### src/rtl/pc_unit.sv
`default_nettype none
// ============================================================================
// pc_unit : program counter with sequential/jump/branch/call/return selection
//           and a hardware return-address stack with sticky over/underflow.
// Revision: 1.0
// ============================================================================
module pc_unit #(
  parameter int ADDR_W      = 9,
  parameter int OFF_W       = 6,
  parameter int STACK_DEPTH = 4,
  parameter logic [ADDR_W-1:0] RESET_VEC = '0
) (
  input  logic                                 clk,
  input  logic                                 rst,
  input  logic                                 enable,
  input  logic [2:0]                           op,
  input  logic [ADDR_W-1:0]                    target,
  input  logic [OFF_W-1:0]                     offset,
  input  logic                                 cond,
  input  logic                                 err_clr,
  output logic [ADDR_W-1:0]                    pc,
  output logic [$clog2(STACK_DEPTH+1)-1:0]     depth,
  output logic                                 stack_full,
  output logic                                 stack_empty,
  output logic                                 ovf_err,
  output logic                                 unf_err
);

  localparam int DEPTH_W = $clog2(STACK_DEPTH + 1);

  localparam logic [2:0] OP_NEXT   = 3'd0;
  localparam logic [2:0] OP_JUMP   = 3'd1;
  localparam logic [2:0] OP_BRANCH = 3'd2;
  localparam logic [2:0] OP_CALL   = 3'd3;
  localparam logic [2:0] OP_RET    = 3'd4;

  logic [ADDR_W-1:0]  pc_q, pc_d;
  logic [DEPTH_W-1:0] depth_q, depth_d;
  logic               ovf_q, ovf_d;
  logic               unf_q, unf_d;
  logic [ADDR_W-1:0]  stack_q [STACK_DEPTH];
  logic [ADDR_W-1:0]  stack_d [STACK_DEPTH];

  logic [ADDR_W-1:0]  pc_inc;
  logic [ADDR_W-1:0]  pc_branch;
  logic               full;
  logic               empty;

  assign full  = (depth_q == DEPTH_W'(STACK_DEPTH));
  assign empty = (depth_q == '0);

  always_comb begin
    pc_inc    = pc_q + ADDR_W'(1);
    // Size cast of a signed operand sign-extends, so wrap works both ways.
    pc_branch = pc_q + ADDR_W'($signed(offset));
    pc_d      = pc_q;
    depth_d   = depth_q;
    stack_d   = stack_q;
    ovf_d     = ovf_q & ~err_clr;
    unf_d     = unf_q & ~err_clr;

    if (enable) begin
      case (op)
        OP_NEXT:   pc_d = pc_inc;
        OP_JUMP:   pc_d = target;
        OP_BRANCH: pc_d = cond ? pc_branch : pc_inc;
        OP_CALL: begin
          if (full) begin
            pc_d  = pc_inc;
            ovf_d = 1'b1;
          end else begin
            for (int i = 0; i < STACK_DEPTH; i++) begin
              if (depth_q == DEPTH_W'(i)) stack_d[i] = pc_inc;
            end
            depth_d = depth_q + DEPTH_W'(1);
            pc_d    = target;
          end
        end
        OP_RET: begin
          if (empty) begin
            pc_d  = pc_inc;
            unf_d = 1'b1;
          end else begin
            for (int i = 0; i < STACK_DEPTH; i++) begin
              if (depth_q == DEPTH_W'(i + 1)) pc_d = stack_q[i];
            end
            depth_d = depth_q - DEPTH_W'(1);
          end
        end
        default: pc_d = pc_q;
      endcase
    end
  end

  always_ff @(posedge clk) begin
    if (rst) begin
      pc_q    <= RESET_VEC;
      depth_q <= '0;
      ovf_q   <= 1'b0;
      unf_q   <= 1'b0;
    end else begin
      pc_q    <= pc_d;
      depth_q <= depth_d;
      ovf_q   <= ovf_d;
      unf_q   <= unf_d;
    end
  end

  // Stack contents are meaningless once depth is cleared, so no reset here.
  always_ff @(posedge clk) begin
    stack_q <= stack_d;
  end

  assign pc          = pc_q;
  assign depth       = depth_q;
  assign stack_full  = full;
  assign stack_empty = empty;
  assign ovf_err     = ovf_q;
  assign unf_err     = unf_q;

endmodule
`default_nettype wire

### config.mk
export PLATFORM = sky130hd
export DESIGN_NAME = pc_unit
export DESIGN_NICKNAME = d
export VERILOG_FILES = /design/src/rtl/pc_unit.sv
export SDC_FILE = /design/constraint.sdc
export NUM_CORES = 1
export LEC_CHECK = 0
export CORE_MARGIN = 1.5
export CORE_UTILIZATION = 40
export CTS_BUF_LIST = sky130_fd_sc_hd__clkbuf_8
export DETAILED_ROUTE_END_ITERATION = 10
export PLACE_DENSITY_LB_ADDON = 0.08
export SETUP_SLACK_MARGIN = 0.4
export SLEW_MARGIN = 30
export SYNTH_ARGS = -nofsm -noshare
export SYNTH_HDL_FRONTEND = slang
export SYNTH_SLANG_ARGS = --single-unit
### constraint.sdc
create_clock -name clk -period 2.8 [get_ports clk]
set_input_delay 0.56 -clock clk [delete_from_list [all_inputs] [get_ports clk]]
set_output_delay 0.56 -clock clk [all_outputs]
set_load 0.05 [all_outputs]
==> flow_metrics.tcl <==
set metrics [dict create \
    dpl-instance-area_mm2 0.00360 \
    synthCells 290 \
    post_cts_buffers 0 \
    p_int_mw 1.28 \
    grt_max_degree 20 \
    max_freq_mhz 433 \
    cp_data_arrival_time_ns 2.50 \
    slew_headroom_pct 65.8 \
    synth_ff_type "edfxtp_1" \
    io_pins 39 \
    syn_area_mm2 0.00301 \
    die_w_um 89.8 \
    fin_area_mm2 0.00374 \
    powerDensity_mw_per_mm2 482 \
    cts_tree "yes" \
    final_nets 381 \
    p_seq_share_pct 47.0 \
    path_class "input pin to register" \
    gr-total-overflow 0 \
    cts_htree_levels 2 \
    core_mm2 0.00725 \
    die_h_um 89.8 \
    diodes 0 \
    cts_hold_buf 0 \
    setup_viol 0 \
    rsz0062_at_grt "yes" \
    ys_seq_area_share_pct 45.2 \
    worstMarginPinSlew_ns 0.511 \
    switching_share_pct 29.0 \
    crit_start "op[0]" \
    p_comb_share_pct 22.3 \
    final_hold_viol_count 0 \
    post_synth_num_cell_types 61 \
    routedWlPerCell_um 17.8 \
    clkPwrFrac_pct 30.6 \
    maxCapViolations 0 \
    drtAntennaViolNets 0 \
    cts-resized-gates 0 \
    wl_um 7880 \
    ys_async_sr_fraction_pct 0 \
    die-area_mm2 0.00806 \
    r2r-start "depth[0]$_SDFFE_PP0P_" \
    clk_latency_ns 0.31 \
    drtIter0Drc 124 \
    synth_edf_count 36 \
    fin_setup_tns_ns 0 \
    port_buffers 38 \
    ys_ff_latch 50 \
    crit_path_end_kind "register" \
    cp_max_fo 11 \
    gp_congestion 0.827 \
    numCtsBuffers 5 \
    yosysMostFrequentCell "edfxtp_1" \
    via_per_inst 5.54 \
    vdd_ir_drop_max_v 0.000232 \
    hpwl_um 5990 \
    report.final.slew_viol_count 0 \
    synth_top_area_share_pct 35.9 \
    grt_pass1_vias 2412 \
    cts.clk_slew.worst_paths_ns 0.10 \
    drive_gt1_share_pct 15.5 \
    synthTopCellsByArea "edfxtp_1, dfxtp_1, ha_1" \
    netSwitchingPower_uw 524 \
    synth_area_per_cell_um2 10.4 \
    track_usage_pct 20.4 \
    cts-root-buf "clkbuf_8" \
    synthTopCellsByCount "edfxtp_1, nor2_1, inv_1, nand2_1, o21ai_0" \
    holdCritStartpoint "ovf_err$_SDFF_PP0_" \
    worst_clock_skew_ns 0.0118 \
    p_leak_nw 1.41 \
    first_pass_iters 5 \
    critical_path_required_ns 2.99 \
    ys_warn_count 0 \
    antenna_found_initial 0 \
    via_count 2450 \
    run_status "completed" \
    min_period_ns 2.31 \
    clockBufferDepth 2 \
    grt_pass1_wl_um 12800 \
    drc 0 \
    start_util_pct 41.5 \
    hp-class "register to register" \
    numClockSinks 50 \
    syn_nets 329 \
    fin_crit_sh_pct 82.4 \
    yosys.area.top_type "edfxtp_1" \
    worstSetupStartpointType "input pin" \
    area_growth_pct 24.3 \
    rows 31 \
]
cells by family after synthesis:
family	Yosys count	share of synthesized area [%]
flip-flops	50	45.2
AO/OA/AOI/OAI	81	19.2
adder cells (fa/ha/maj)	16	6.90
XOR/XNOR	13	3.78
AND/OR/NAND/NOR	89	16.4
multiplexers	11	4.03
buffers and inverters	30	4.49
layout make-up:
cell class              count  area, um2
flip-flops and latches     50       1360
inverters                  17       63.8
clock buffers               6       82.6
clock inverters             2       38.8
well taps                  99        124
fillers                   706       3510
repair buffers             58        531
multi-input cells         210       1540
worst max-delay path, cell delays in order:
cell,delay (ns)
clkdlybuf4s50_1,0.62
and4bb_1,0.63
nor3_1,0.16
a221oi_1,0.38
a31oi_1,0.13
cells in the final DEF (no fill, tap or decap), drive strengths merged, types with 4 or more instances in the layout:
cell / count
nor3b: 7
a211oi: 4
ha: 15
mux2: 6
dfxtp: 14
nand2: 17
mux2i: 5
xnor2: 7
nand3: 10
o21ai: 24
xor2: 6
and3: 8
clkdlybuf4s50: 34
edfxtp: 36
inv: 18
o211ai: 5
nand2b: 7
nor2: 23
a21oi: 14
clkbuf: 6
a221oi: 5
nor3: 4
buf: 22
a31oi: 4
registers in the layout, summed over array words and instances, names as in the netlist:
register  count
stack_q      36
pc            9
depth         3
ovf_err       1
unf_err       1
worst paths after layout:
path / to / slack [ns] / cells after the start
max: pc[6]$_SDFFE_PP0P_ / 0.49 / 5
min: ovf_err$_SDFF_PP0_ / 0.50 / 2
max reg2reg: pc[5]$_SDFFE_PP0P_ / 0.63 / 7
min reg2reg: ovf_err$_SDFF_PP0_ / 0.50 / 2
per-stage QoR:
step	util (%)	cells	setup slack (ns)	total power [mW]	hold slack, ns
after CTS	51.3	442	0.405	1.81	0.502
after global routing	51.6	442	0.384	1.88	0.518
after detailed placement	49.6	434	0.122	1.26	0.484
after global placement	49.6	434	0.168	1.26	0.464
final	51.6	442	0.492	1.80	0.501
after floorplan	-	290	0.462	1.11	0.533
layer usage:
layer	vias to the layer above	routed length [um]	global-route usage (%)
met1	1172	3420	26.5
li1	1191	-	-
met2	72	3880	34.8
met5	-	0	0
met4	0	151	5.95
met3	15	423	3.72
power groups by stage:
stage	Clock [mW]	Sequential, mW	Combinational [mW]
finish	0.553	0.848	0.403
global route	0.592	0.852	0.440
CTS	0.563	0.847	0.399
detailed placement	0	0.864	0.396
global placement	0	0.864	0.397
floorplan	0	0.903	0.210
No activity file was read; power rests on OpenSTA's default activity.
